**config.mk**
```make
export PLATFORM = sky130hd
export DESIGN_NAME = fetch_unit
export DESIGN_NICKNAME = d
export VERILOG_FILES = /design/src/rtl/fetch_unit.sv
export SDC_FILE = /design/constraint.sdc
export NUM_CORES = 1
export LEC_CHECK = 0
export ABC_CLOCK_PERIOD_IN_PS = 7300
export BUFFER_PORTS_ARGS = -buffer_cell sky130_fd_sc_hd__buf_4
export CORE_MARGIN = 2
export CORE_UTILIZATION = 40
export DETAILED_ROUTE_END_ITERATION = 6
export HOLD_SLACK_MARGIN = 0.08
export PLACE_DENSITY = 0.75
export SYNTH_ARGS = -nofsm -noshare
export SYNTH_HDL_FRONTEND = slang
export SYNTH_SLANG_ARGS = --single-unit
export TNS_END_PERCENT = 100
```
**constraint.sdc**
```tcl
create_clock -name clk -period 7.3 [get_ports clk]
set_clock_uncertainty 0.1 [all_clocks]
set_input_delay 1.46 -clock clk [delete_from_list [all_inputs] [get_ports clk]]
set_output_delay 1.46 -clock clk [all_outputs]
set_load 0.01 [all_outputs]
```
**src/rtl/fetch_unit.sv**
```systemverilog
// rtl/fetch_unit.sv - instruction fetch stage: one-deep buffer between PC register and decode.
// Optional misaligned-fetch trap enabled by defining FETCH_ALIGN_CHECK_EN.
module fetch_unit #(
    parameter logic [31:0] PC_STEP  = 32'd4,
    parameter logic [31:0] NOP_INST = 32'h00000013
) (
    input  logic        clk,
    input  logic        areset,
    input  logic [31:0] pc,
    output logic [31:0] nextPc,
    output logic        pcLoad,
    input  logic        redirect,
    input  logic [31:0] redirectPc,
    output logic        imemReq,
    output logic [31:0] imemAddr,
    input  logic        imemValid,
    input  logic [31:0] imemRdata,
    output logic        instValid,
    input  logic        instReady,
    output logic [31:0] inst,
    output logic [31:0] instPc,
    output logic        instFault
);

    typedef enum logic [1:0] {IDLE, REQ, HOLD, DISCARD} state_t;

    state_t      state, state_nxt;
    logic [31:0] inst_q, inst_pc_q;
    logic        fault_q;
    logic        req, load;
    logic [31:0] npc;
    logic        cap_mem, cap_fault, drop_buf;
    logic        misaligned;

`ifdef FETCH_ALIGN_CHECK_EN
    assign misaligned = (pc[1:0] != 2'b00);
`else
    assign misaligned = 1'b0;
`endif

    always_comb begin
        state_nxt = state;
        req       = 1'b0;
        load      = 1'b0;
        npc       = '0;
        cap_mem   = 1'b0;
        cap_fault = 1'b0;
        drop_buf  = 1'b0;
        case (state)
            IDLE: state_nxt = REQ;
            REQ: begin
                if (misaligned) begin
                    // No request went out, so a redirect needs no DISCARD.
                    state_nxt = redirect ? REQ : HOLD;
                    cap_fault = !redirect;
                end else begin
                    req = 1'b1;
                    if (imemValid) begin
                        if (!redirect) begin
                            cap_mem   = 1'b1;
                            load      = 1'b1;
                            npc       = pc + PC_STEP;
                            state_nxt = HOLD;
                        end
                    end else if (redirect) begin
                        state_nxt = DISCARD;
                    end
                end
            end
            HOLD: begin
                if (instReady || redirect) begin
                    state_nxt = REQ;
                    drop_buf  = 1'b1;
                end
            end
            DISCARD: if (imemValid) state_nxt = REQ;
            default: state_nxt = IDLE;
        endcase
        if (redirect) begin
            load = 1'b1;
            npc  = redirectPc;
        end
    end

    always_ff @(posedge clk or posedge areset) begin
        if (areset) begin
            state     <= IDLE;
            inst_q    <= NOP_INST;
            inst_pc_q <= '0;
            fault_q   <= 1'b0;
        end else begin
            state <= state_nxt;
            if (cap_mem) begin
                inst_q    <= imemRdata;
                inst_pc_q <= pc;
                fault_q   <= 1'b0;
            end else if (cap_fault) begin
                inst_q    <= NOP_INST;
                inst_pc_q <= pc;
                fault_q   <= 1'b1;
            end else if (drop_buf) begin
                inst_q  <= NOP_INST;
                fault_q <= 1'b0;
            end
        end
    end

    assign imemReq   = req & ~areset;
    assign pcLoad    = load & ~areset;
    assign nextPc    = areset ? 32'd0 : npc;
    assign imemAddr  = {pc[31:2], 2'b00};
    assign instValid = (state == HOLD);
    assign inst      = inst_q;
    assign instPc    = inst_pc_q;
    assign instFault = fault_q;

endmodule

```
==> results of run 1 <==
state kept, by name (all words and copies together), names as in the netlist:
signal	flops
instPc	32
state	2
inst	32
worst max-delay path by stage:
stage / to / slack (ns) / cells past startpoint
after floorplan: nextPc[19] / 1.69 / 6
after global placement: nextPc[27] / 2.43 / 6
after detailed placement: nextPc[27] / 2.33 / 6
after CTS: nextPc[27] / 2.31 / 6
after global routing: nextPc[27] / 2.22 / 6
final: nextPc[27] / 2.35 / 6
stage by stage:
| step | total power [mW] | instance area (um2) | hold slack [ns] | utilization [%] |
|---|---|---|---|---|
| after floorplan | 0.707 | 3800 | 0.414 | - |
| after global placement | 0.954 | 5330 | 0.359 | 57.7 |
| after detailed placement | 0.964 | 5330 | 0.368 | 57.7 |
| after CTS | 1.29 | 5540 | 0.386 | 59.9 |
| after global routing | 1.36 | 5540 | 0.406 | 59.9 |
| final | 1.28 | 5540 | 0.381 | 59.9 |
placed cells by master (no fill, tap or decap), drive strengths merged, types with 4 or more instances in the layout:
| master | synthesis | layout |
|---|---|---|
| nor2 | 21 | 21 |
| o21ai | 11 | 11 |
| inv | 4 | 7 |
| or4 | 15 | 15 |
| nand2 | 136 | 136 |
| a22oi | 4 | 4 |
| buf | 36 | 232 |
| and4 | 6 | 6 |
| clkbuf | 25 | 9 |
| a22o | 29 | 29 |
| a21oi | 7 | 7 |
| o211ai | 16 | 16 |
| dfrtp | 63 | 63 |
| nand3 | 20 | 20 |
| nand4 | 13 | 13 |
| xor2 | 6 | 6 |
report_power, final:
part	switching (mW)	internal (mW)	leakage, nW	total [mW]
Clock	0.160	0.164	0.106	0.324
Combinational	0.204	0.231	1.89	0.435
Sequential	0.0573	0.460	0.821	0.518
Total	0.421	0.856	2.82	1.28
worst min-delay path: stages (launching register included):
cell and delay (ns):
sky130_fd_sc_hd__dfrtp_1 0.35, sky130_fd_sc_hd__nand2_1 0.05, sky130_fd_sc_hd__nand2_1 0.05
layout make-up:
cell class | instances | area, um2 | area share (%)
repair buffers | 232 | 1740 | 31.5
clock buffers | 9 | 124 | 2.24
clock inverters | 7 | 85.1 | 1.54
multi-input cells | 315 | 1760 | 31.7
inverters | 4 | 15.0 | 0.271
flip-flops and latches | 66 | 1660 | 29.9
well taps | 129 | 161 | 2.91
cells by family after synthesis:
group,Yosys count
other,1
and+or+nand+nor,226
adders and majority gates,1
buffers and inverters,65
xor gates and xnor gates,9
AOI/OAI and AO/OA,76
DFF,66
metal layers:
| layer | part of all wire [%] | vias to the layer above |
|---|---|---|
| met3 | 7.1 | 16 |
| met4 | 1.5 | 0 |
| met5 | 0 | - |
| met1 | 43 | 1818 |
| li1 | - | 1891 |
| met2 | 48 | 176 |
==> impl_metrics.yaml, run 1 <==
run_status:
  result_of_the_run: "finished clean"
critical_path:
  path_cells: "buf_4 > nand4bb_2 > nor2_1 > o311ai_0 > o211ai_1 > buf_4"
  timing.critical_path.required_ns: 5.74
  start_kind: "input pin"
  cp_num_buf_inv: 2
  critPathMaxFanout: 17
  cp-startpoint: "redirect"
  rrSetupSlack_ns: 4.95
  timing.reg2reg.worst_path_depth: 4
  critical_path.max_stage_delay_ns: 0.86
  worstReg2RegStart: "state[0]"
  end_kind: "output pin"
  critical_path.slowest_cell: "sky130_fd_sc_hd__nor2_1"
  worst_path_most_repeated_cell: "sky130_fd_sc_hd__buf_4"
  critPathArrivalTime_ns: 3.39
  crit-reg2reg-capture: "inst[5]"
  cp_top_family: "simple AND/OR/NAND/NOR gates"
  path_class: "in2out"
drt:
  antenna_violating_nets_post_route: 0
  route.final.wire_length_mm: 11.7
  drt_first_iter_violations: 100
  vias: 3901
  drt_drc_violations_left: 0
  via_per_inst: 5.12
  firstDrtPassIters: 4
  route.detailed.wl_per_inst_um: 15.4
synth:
  postSynth.asyncResetShare_pct: 100
  postSynthAreaPerCell_um2: 8.55
  netlist-cell-type-count: 45
  synth.ff_latch_count: 66
  yosysMostFrequentCell: "sky130_fd_sc_hd__nand2_1"
  synth_edf_count: 0
  synth_sequential_area_ratio_pct: 43.6
  synth-xor-area-share_pct: 2.08
  main_combinational_cell_family_by_area_after_synthesis: "simple AND/OR/NAND/NOR gates"
  synth_compound_gate_area_share_pct: 15.0
  yosys_warnings: 0
  synth.cell_area_um2: 3800
  yosys.area_share.adder_pct: 0.329
  post_synth_main_area_contributors: "sky130_fd_sc_hd__dfrtp_1, sky130_fd_sc_hd__nand2_1, sky130_fd_sc_hd__buf_4"
  synthCells: 444
  most_frequent_cells_after_synthesis: "sky130_fd_sc_hd__nand2_1, sky130_fd_sc_hd__dfrtp_1, sky130_fd_sc_hd__buf_4"
  post_synth_mux_area_share_pct: 0
  synth_largest_type_area_fraction_pct: 41.5
  simple_gate_fraction_of_synth_area_pct: 27.9
  synthFlopType: "sky130_fd_sc_hd__dfrtp_1"
  synth_top_area_cell: "sky130_fd_sc_hd__dfrtp_1"
clock_network:
  cts_resized: 0
  tritoncts.num_buffers: 9
  clk-insertion-delay-late_ns: 0.34
  post-cts-setup-buffer-count: 0
  cts_hold_buf: 0
  clock_tree_from_tritoncts: "built"
  ctsHtreeMaxLevel: 3
  cts_root_buf: "sky130_fd_sc_hd__clkbuf_8"
  cts_buffer_depth: 2
  worst_setup_hold_path_clk_slew_ns: 0.08
  numClockSinks: 66
place:
  finalWeightedCongestion: 0.815
  dp_hpwl_mm: 8.58
  place.detailed.instances: 746
  io_buffer_count: 229
  dp_worst_setup_slack_ns: 2.33
die:
  die_area_um2: 10300
  row_count: 35
  placeableCoreArea_um2: 9240
  pin_count: 233
  floorplan.die.height_um: 101
  start_util_pct: 41.1
  die_w_um: 101
pwr:
  power.density_nw_per_um2: 231
  cellLeakagePower_nw: 2.82
  peakVddDrop_uv: 140
layout:
  stdcell_count: 762
  number_of_filler_instances_in_the_final_layout: 819
  antenna_cells: 0
  post_route_cells_drive_above_1_share_pct: 41.1
  areaGrowthSynthToFinish_pct: 45.8
  finish.net_count: 730
global_route:
  gr-max-usage-layer: "met2"
  grt_start_max_net_pins: 69
  grt_pass1_wl_mm: 18.2
  groute.usage.overall_pct: 22.5
  use_met3_pct: 4.97
  grt.met1_usage_pct: 28.7
  gr-usage-met2_pct: 36.9
  globalRouteOverflowTotal: 0
  number_of_global_route_vias_before_repair: 3696
  initial_antenna_violation_count: 0
timing:
  grt_setup_unrepaired: "no"
  worst-slew-pin-transition_ns: 1.13
  slew_headroom_pct: 24.7
  final_critical_path_setup_slack_ns: 2.35
  max_slew_violation_count: 0
  totalNegativeSetupSlack_ns: 0
  max_freq_mhz: 202
  final_period_minus_worst_setup_slack_ns: 4.95
  final-setup-viol-count: 0
  timing.final.hold_violations: 0
  period_share_pct: 67.8
hold_path:
  hold_path.startpoint: "instPc[14]"
  holdPathEnd: "instPc[14]"
  worst_hold_path.num_cells: 2
  min-delay-path-class: "reg2reg"
flow_run:
  max_cap_viol_count: 0
No activity file was read; power rests on OpenSTA's default activity.
==> run 2: changes to the inputs <==
--- a/config.mk
+++ b/config.mk
@@ -5,13 +5,13 @@
 export SDC_FILE = /design/constraint.sdc
 export NUM_CORES = 1
 export LEC_CHECK = 0
-export ABC_CLOCK_PERIOD_IN_PS = 7300
+export ABC_CLOCK_PERIOD_IN_PS = 4200
 export BUFFER_PORTS_ARGS = -buffer_cell sky130_fd_sc_hd__buf_4
 export CORE_MARGIN = 2
-export CORE_UTILIZATION = 40
+export CORE_UTILIZATION = 39
 export DETAILED_ROUTE_END_ITERATION = 6
 export HOLD_SLACK_MARGIN = 0.08
-export PLACE_DENSITY = 0.75
+export PLACE_DENSITY = 0.77
 export SYNTH_ARGS = -nofsm -noshare
 export SYNTH_HDL_FRONTEND = slang
 export SYNTH_SLANG_ARGS = --single-unit
==> constraint.sdc (replaced) <==
create_clock -name clk -period 4.2 [get_ports clk]
set_clock_uncertainty 0.1 [all_clocks]
set_input_delay 0.84 -clock clk [delete_from_list [all_inputs] [get_ports clk]]
set_output_delay 0.84 -clock clk [all_outputs]
set_load 0.01 [all_outputs]
==> impl_metrics.yaml, run 2 (synthesis gave the netlist of run 1 again) <==
die:
  placeableCoreArea_um2: 9590
  pin_count: 233
  die_w_um: 103
  die_area_um2: 10500
  floorplan.die.height_um: 103
  start_util_pct: 39.6
  row_count: 36
timing:
  worst-slew-pin-transition_ns: 1.10
  max_freq_mhz: 281
  period_share_pct: 84.7
  max_slew_violation_count: 0
  totalNegativeSetupSlack_ns: 0
  timing.final.hold_violations: 0
  final_critical_path_setup_slack_ns: 0.641
  slew_headroom_pct: 26.6
  final_period_minus_worst_setup_slack_ns: 3.56
  final-setup-viol-count: 0
  finalHoldWorstSlack_ns: 0.379
  grt_setup_unrepaired: "no"
pwr:
  peakVddDrop_uv: 244
  cellLeakagePower_nw: 2.83
  power.density_nw_per_um2: 400
clock_network:
  clk-insertion-delay-late_ns: 0.34
  worst_setup_hold_path_clk_slew_ns: 0.07
  cts_root_buf: "sky130_fd_sc_hd__clkbuf_8"
  post-cts-setup-buffer-count: 0
  numClockSinks: 66
  cts_resized: 0
  clock_tree_from_tritoncts: "built"
  tritoncts.num_buffers: 9
  cts_buffer_depth: 2
  ctsHtreeMaxLevel: 3
  cts_hold_buf: 0
layout:
  post_route_cells_drive_above_1_share_pct: 41.4
  stdcell_area_um2: 5570
  finish.net_count: 734
  areaGrowthSynthToFinish_pct: 46.8
  antenna_cells: 0
  most-common-layout-cells: "sky130_fd_sc_hd__buf_4, sky130_fd_sc_hd__nand2_1, sky130_fd_sc_hd__dfrtp_1"
  commonest_non_fill_non_tap_cell_in_the_layout: "sky130_fd_sc_hd__buf_4"
critical_path:
  timing.critical_path.required_ns: 3.26
  start_kind: "input pin"
  rrSetupSlack_ns: 1.87
  end_kind: "output pin"
  critPathMaxFanout: 68
  crit-reg2reg-capture: "inst[17]"
  crit_end: "nextPc[7]"
  timing.reg2reg.worst_path_depth: 4
  critical_path.max_stage_delay_ns: 0.62
  cp_top_family: "buffers and inverters"
  worst_path_most_repeated_cell: "sky130_fd_sc_hd__buf_4"
  worstReg2RegStart: "state[1]"
  critPathArrivalTime_ns: 2.62
  worstSetupPathDepth: 6
  critical_path.slowest_cell: "sky130_fd_sc_hd__buf_4"
  path_cells: "buf_4 > nor4bb_4 > buf_4 > o21ai_0 > a21oi_1 > buf_4"
  path_class: "in2out"
  cp_num_buf_inv: 3
  cp-startpoint: "redirect"
global_route:
  globalRouteOverflowTotal: 0
  groute.usage.overall_pct: 22.9
  number_of_global_route_vias_before_repair: 3645
  initial_antenna_violation_count: 0
  grt_pass1_wl_mm: 18.6
  grt_start_max_net_pins: 69
place:
  detailed_place.area_um2: 5370
  dp_hpwl_mm: 9.07
  dp_worst_setup_slack_ns: 0.659
  io_buffer_count: 229
  finalWeightedCongestion: 0.866
drt:
  via_per_inst: 5.16
  antenna_violating_nets_post_route: 0
  route.detailed.wl_per_inst_um: 15.9
  drt_drc_violations_left: 0
  drt_first_iter_violations: 153
  firstDrtPassIters: 5
  vias: 3975
  route.final.wire_length_mm: 12.2
flow_run:
  max_cap_viol_count: 0
run_status:
  result_of_the_run: "finished clean"
hold_path:
  min-delay-path-class: "reg2reg"
## run 2: cell count changes in the layout (fill, tap and decap cells not counted)
cell and delta:
sky130_fd_sc_hd__buf_4 +4, sky130_fd_sc_hd__inv_2 -1, sky130_fd_sc_hd__inv_6 +1, sky130_fd_sc_hd__clkinv_4 -3, sky130_fd_sc_hd__clkinvlp_4 +3
## run 2: stage by stage
step / std cells / total power [mW] / util (%)
2_1_floorplan: 446 / 1.23 / -
3_3_place_gp: 754 / 1.67 / 55.9
3_5_place_dp: 754 / 1.68 / 55.9
4_1_cts: 770 / 2.26 / 58.1
5_1_grt: 770 / 2.36 / 58.1
6_report: 770 / 2.23 / 58.1
## run 2: how the worst min path moves through the flow
| stage | start | endpoint | depth (start not counted) |
|---|---|---|---|
| 2_1_floorplan | instPc[10] | instPc[10] | 2 |
| 3_3_place_gp | instPc[29] | instPc[29] | 2 |
| 3_5_place_dp | instPc[23] | instPc[23] | 2 |
| 4_1_cts | instPc[23] | instPc[23] | 2 |
| 5_1_grt | instPc[11] | instPc[11] | 2 |
| 6_report | instPc[23] | instPc[23] | 2 |
## run 2: worst min-delay path, stage by stage, from the launching register on
cell                      delay, ns
sky130_fd_sc_hd__dfrtp_1       0.34
sky130_fd_sc_hd__nand2_1       0.05
sky130_fd_sc_hd__nand2_1       0.06
## run 2: cell type report
cell class              count  area, um2
flip-flops and latches     66       1660
fillers                   867       4020
repair buffers            236       1770
inverters                   4       18.8
clock buffers               9        124
clock inverters             7       82.6
well taps                 133        166
multi-input cells         315       1760
## run 2: power by group
part / total [mW] / leakage, nW / internal, mW / switching [mW]
combinational: 0.764 / 1.91 / 0.404 / 0.360
clock: 0.564 / 0.0988 / 0.284 / 0.279
sequential: 0.901 / 0.821 / 0.800 / 0.101
total: 2.23 / 2.83 / 1.49 / 0.741
## run 2: routing by layer
| metal | up-vias | track usage (%) | wire (um) |
|---|---|---|---|
| li1 | 1896 | - | - |
| met1 | 1867 | 29.5 | 4940 |
| met2 | 194 | 37.8 | 5980 |
| met3 | 18 | 4.95 | 1060 |
| met4 | 0 | 8.51 | 218 |
| met5 | - | 0 | 0 |
